## src/rtl/switch_debouncer.sv

```systemverilog
// Debounces NSW raw switches: 2-flop synchronizer, tick prescaler and an IDLE/COUNT commit FSM.
// Optional overrun flag is built only when SWDEB_OVERRUN_EN is defined; otherwise OVR is tied low.
module switch_debouncer #(
    parameter int NSW      = 10,
    parameter int TICK_DIV = 5000,
    parameter int STABLE_N = 10
) (
    input  logic           CLK,
    input  logic           RESET,
    input  logic [NSW-1:0] SW,
    input  logic           ACK,
    output logic [NSW-1:0] SDATA,
    output logic           RDY,
    output logic           OVR
);

    localparam int PW = (TICK_DIV > 1) ? $clog2(TICK_DIV) : 1;
    localparam int CW = $clog2(STABLE_N + 1);
    localparam logic [PW-1:0] PRE_LAST = PW'(TICK_DIV - 1);
    localparam logic [CW-1:0] CNT_LAST = CW'(STABLE_N - 1);
    localparam logic [0:0] S_IDLE  = 1'b0;
    localparam logic [0:0] S_COUNT = 1'b1;

    logic [NSW-1:0] sw_meta_q, sw_s_q;
    logic [PW-1:0]  pre_q, pre_d;
    logic           tick;
    logic [0:0]     state_q, state_d;
    logic [NSW-1:0] cand_q, cand_d;
    logic [NSW-1:0] sdata_q, sdata_d;
    logic [CW-1:0]  cnt_q, cnt_d;
    logic           rdy_q, rdy_d;
    logic           commit;

    assign tick  = (pre_q == PRE_LAST);
    assign pre_d = tick ? '0 : pre_q + PW'(1);

    always_comb begin
        state_d = state_q;
        cand_d  = cand_q;
        cnt_d   = cnt_q;
        sdata_d = sdata_q;
        commit  = 1'b0;
        if (tick) begin
            case (state_q)
                S_IDLE: begin
                    if (sw_s_q != sdata_q) begin
                        if (STABLE_N == 1) begin
                            sdata_d = sw_s_q;
                            commit  = 1'b1;
                        end else begin
                            cand_d  = sw_s_q;
                            cnt_d   = CW'(1);
                            state_d = S_COUNT;
                        end
                    end
                end
                S_COUNT: begin
                    // A return to the committed value is a bounce: abandon the candidate.
                    if (sw_s_q == sdata_q) begin
                        cnt_d   = '0;
                        state_d = S_IDLE;
                    end else if (sw_s_q != cand_q) begin
                        cand_d = sw_s_q;
                        cnt_d  = CW'(1);
                    end else if (cnt_q == CNT_LAST) begin
                        sdata_d = cand_q;
                        commit  = 1'b1;
                        cnt_d   = '0;
                        state_d = S_IDLE;
                    end else begin
                        cnt_d = cnt_q + CW'(1);
                    end
                end
                default: state_d = S_IDLE;
            endcase
        end
    end

    // A commit wins over a same-cycle ACK so the new value is never lost.
    assign rdy_d = commit | (rdy_q & ~ACK);

    always_ff @(posedge CLK) begin
        if (RESET) begin
            sw_meta_q <= '0;
            sw_s_q    <= '0;
            pre_q     <= '0;
            state_q   <= S_IDLE;
            cand_q    <= '0;
            cnt_q     <= '0;
            sdata_q   <= '0;
            rdy_q     <= 1'b0;
        end else begin
            sw_meta_q <= SW;
            sw_s_q    <= sw_meta_q;
            pre_q     <= pre_d;
            state_q   <= state_d;
            cand_q    <= cand_d;
            cnt_q     <= cnt_d;
            sdata_q   <= sdata_d;
            rdy_q     <= rdy_d;
        end
    end

`ifdef SWDEB_OVERRUN_EN
    logic ovr_q, ovr_d;

    // Overrun: a fresh commit lands while the previous one is still unread.
    assign ovr_d = ACK ? 1'b0 : (ovr_q | (commit & rdy_q));

    always_ff @(posedge CLK) begin
        if (RESET) begin
            ovr_q <= 1'b0;
        end else begin
            ovr_q <= ovr_d;
        end
    end

    assign OVR = ovr_q;
`else
    assign OVR = 1'b0;
`endif

    assign SDATA = sdata_q;
    assign RDY   = rdy_q;

endmodule

```

## config.mk

```make
export PLATFORM = sky130hd
export DESIGN_NAME = switch_debouncer
export DESIGN_NICKNAME = d
export VERILOG_FILES = /design/src/rtl/switch_debouncer.sv
export SDC_FILE = /design/constraint.sdc
export NUM_CORES = 1
export LEC_CHECK = 0
export ABC_AREA = 1
export CAP_MARGIN = 30
export CORE_MARGIN = 2
export CORE_UTILIZATION = 61
export CTS_CLUSTER_DIAMETER = 60
export DETAILED_ROUTE_END_ITERATION = 7
export PLACE_DENSITY = 0.91
export SYNTH_ARGS = -nofsm -noshare
export SYNTH_HDL_FRONTEND = slang
export SYNTH_SLANG_ARGS = --single-unit
```

## constraint.sdc

```tcl
create_clock -name CLK -period 2.5 [get_ports CLK]
set_input_delay 0.5 -clock CLK [delete_from_list [all_inputs] [get_ports CLK]]
set_output_delay 0.5 -clock CLK [all_outputs]
set_load 0.005 [all_outputs]
```

==> metrics.cfg <==
[setup_path]
cp.arrival_ps=2190
regToRegSetupSlack_ps=550
worst-path-max-fanout=12
setup.worst_path.end_class=flip-flop
start_kind=flip-flop
slowest_stage=dfxtp_1
timing.reg2reg.worst_path_depth=9
crit_type=flip-flop to flip-flop
critical_path.max_stage_delay_ps=360
cp.required_ps=2730
crit_chain=ha_1 -> nand2_1 -> nor3_1 -> nand3_1 -> nor2_4 -> buf_4 -> nand3_1 -> nand2_1 -> nor2_1
rr_endpoint=SDATA[1]
r2r_start=pre_q[0]

[clocking]
cts.clk_slew.worst_paths_ps=70
clock_latency_ps=350
ctsHoldBuffers=0
cts_resized=0
cts_sinks=59
cts_max_level=3
cts_tree=built
root_buffer=clkbuf_8
clockBufferDepth=2
cts_buffers=9
post_cts_buffers=0

[flow_run]
maxCapViolCount=0

[place]
post-dp-hpwl_mm=3.775
gp_congestion=0.7871
port_buffers=23

[timing]
grt_setup_unrepaired=false
worstMarginPinSlew_ps=537.7
max_freq_ghz=0.5119
finalCritPeriodShare_pct=78.13
fin_skew_ps=8.147
fin_tns_setup_ps=0
setup_viol=0
timing.final.crit_period_ps=1953
slew_violations=0
slew_headroom_pct=64.11
final-hold-violation-count=0

[power_and_ir_drop]
leakagePower_nw=1.327
ir_drop_mv=0.4626
power.density_nw_per_um2=676.8

[logic_synthesis]
syn_avg_cell_area_sq_um=7.255
ys_seq_elements=59
netlist_area_sq_um=2699
ys_seq_area_share_pct=43.76
synth_cells=372
ys_warn_count=0
synth_cell_types=32
synth_nets=388

[detailed_routing]
vias=2341
avgRoutedWirePerCell_um=12.16
vias_per_cell=5.145
ant_nets=0
wl_mm=5.534
drcViolationCount=0
firstDrtPassIters=6
drtIter0Drc=164

[final_layout]
fill_cells=327
drive_gt1_share_pct=10.67
antennaDiodeCount=0
fin_nets=415
final_util_pct=74.48
final_cell_mix=77 x nor2_1, 62 x nand2_1, 59 x dfxtp_1
area_delta_synth_final_pct=18.50
final_common_cell=nor2_1

[global_route]
grt_first_pass_wirelength_mm=9.577
grt_max_degree=24
grt.total_usage_pct=24.51
grt_pass1_vias=2226
grt_remaining_overflow=0
grt_antenna_before_repair=0

[floorplanning]
initial_core_util_pct=62.85
num_io_pins=25
placementRows=24
die_y_um=70.52
dieWidth_um=70.52
die-area_sq_um=4972
coreArea_sq_um=4294

[min_path]
timing.hold.worst.start=sw_meta_q[9]
holdPathStages=2
holdPathEnd=sw_s_q[9]
worstHoldPathType=flip-flop to flip-flop

[status]
status=finished, final reports clean

## routing by layer
layer / share of wire (%) / vias to the layer above / global-route usage, %
li1: - / 1188 / -
met3: 6.6 / 13 / 7.504
met4: 1.7 / 0 / 11.11
met1: 43 / 1071 / 29.13
met5: 0 / - / 0
met2: 49 / 69 / 40.67
## cell usage after synthesis, drive strengths merged
library cell | number | area [sq um]
a21oi | 19 | 95.09
buf | 8 | 60.05
clkbuf | 2 | 7.510
conb | 1 | 3.750
dfxtp | 59 | 1181
ha | 3 | 37.54
inv | 60 | 225.2
nand2 | 64 | 245.2
nand3 | 22 | 127.6
nand3b | 3 | 22.52
nand4 | 3 | 25.02
nor2 | 86 | 365.3
nor3 | 8 | 55.05
o21a | 2 | 15.01
o21ai | 14 | 70.07
o21bai | 2 | 26.28
o31ai | 1 | 7.510
or2 | 1 | 6.260
xnor2 | 6 | 52.55
xor2 | 8 | 70.07
## kinds of logic after synthesis
family / share of synthesized area [%]
and+or+nand+nor: 31.39
buffers and inverters: 10.85
DFF: 43.76
AOI/OAI and AO/OA: 7.928
xor gates and xnor gates: 4.543
adders and majority gates: 1.391
other: 0.1389
## power by group
part / switching, mW / total, mW / leakage [nW] / internal [mW]
Clock: 0.369 / 1.08 / 0.122 / 0.711
Sequential: 0.0136 / 0.973 / 0.480 / 0.959
Combinational: 0.0648 / 0.112 / 0.725 / 0.0471
## registers in the layout, indices dropped and copies added (netlist names)
register	flops
SDATA	10
sw_s_q	10
cand_q	10
state_q	1
pre_q	13
sw_meta_q	10
cnt_q	4
RDY	1
## layout make-up
| type | instances | area (sq um) | area share [%] |
|---|---|---|---|
| Clock inverter | 4 | 97.59 | 3.052 |
| Multi-Input combinational cell | 243 | 1225 | 38.30 |
| Sequential cell | 59 | 1181 | 36.93 |
| Tap cell | 52 | 65.06 | 2.034 |
| Timing Repair Buffer | 26 | 252.7 | 7.903 |
| Clock buffer | 11 | 151.4 | 4.734 |
| Inverter | 60 | 225.2 | 7.042 |
## worst max path at each step
| stage | start | endpoint | cells past startpoint |
|---|---|---|---|
| 2_1_floorplan | pre_q[0] | SDATA[1] | 9 |
| 3_3_place_gp | pre_q[0] | SDATA[9] | 9 |
| 3_5_place_dp | pre_q[0] | SDATA[1] | 9 |
| 4_1_cts | pre_q[0] | cand_q[3] | 8 |
| 5_1_grt | pre_q[0] | SDATA[2] | 9 |
| 6_report | pre_q[0] | SDATA[1] | 9 |
## per-stage QoR
step	area [sq um]	hold slack, ps	worst slack (ps)	power [mW]	std cells
after floorplan	2699	388.3	1006	1.066	372
after global placement	2949	389.1	719.1	1.098	440
after detailed placement	2949	396.6	616.6	1.104	440
after CTS	3198	399.9	582.1	2.165	455
after global routing	3198	416.8	391.7	2.222	455
final	3198	398.6	546.7	2.165	455
## worst max-delay path: cells and delay by family, from the launching register on
family / cells / cell delay, ps
and+or+nand+nor: 7 / 1040
buffers and inverters: 1 / 250
DFF: 1 / 360
adders and majority gates: 1 / 180
Note: power is estimated with default switching activity, not from simulation.
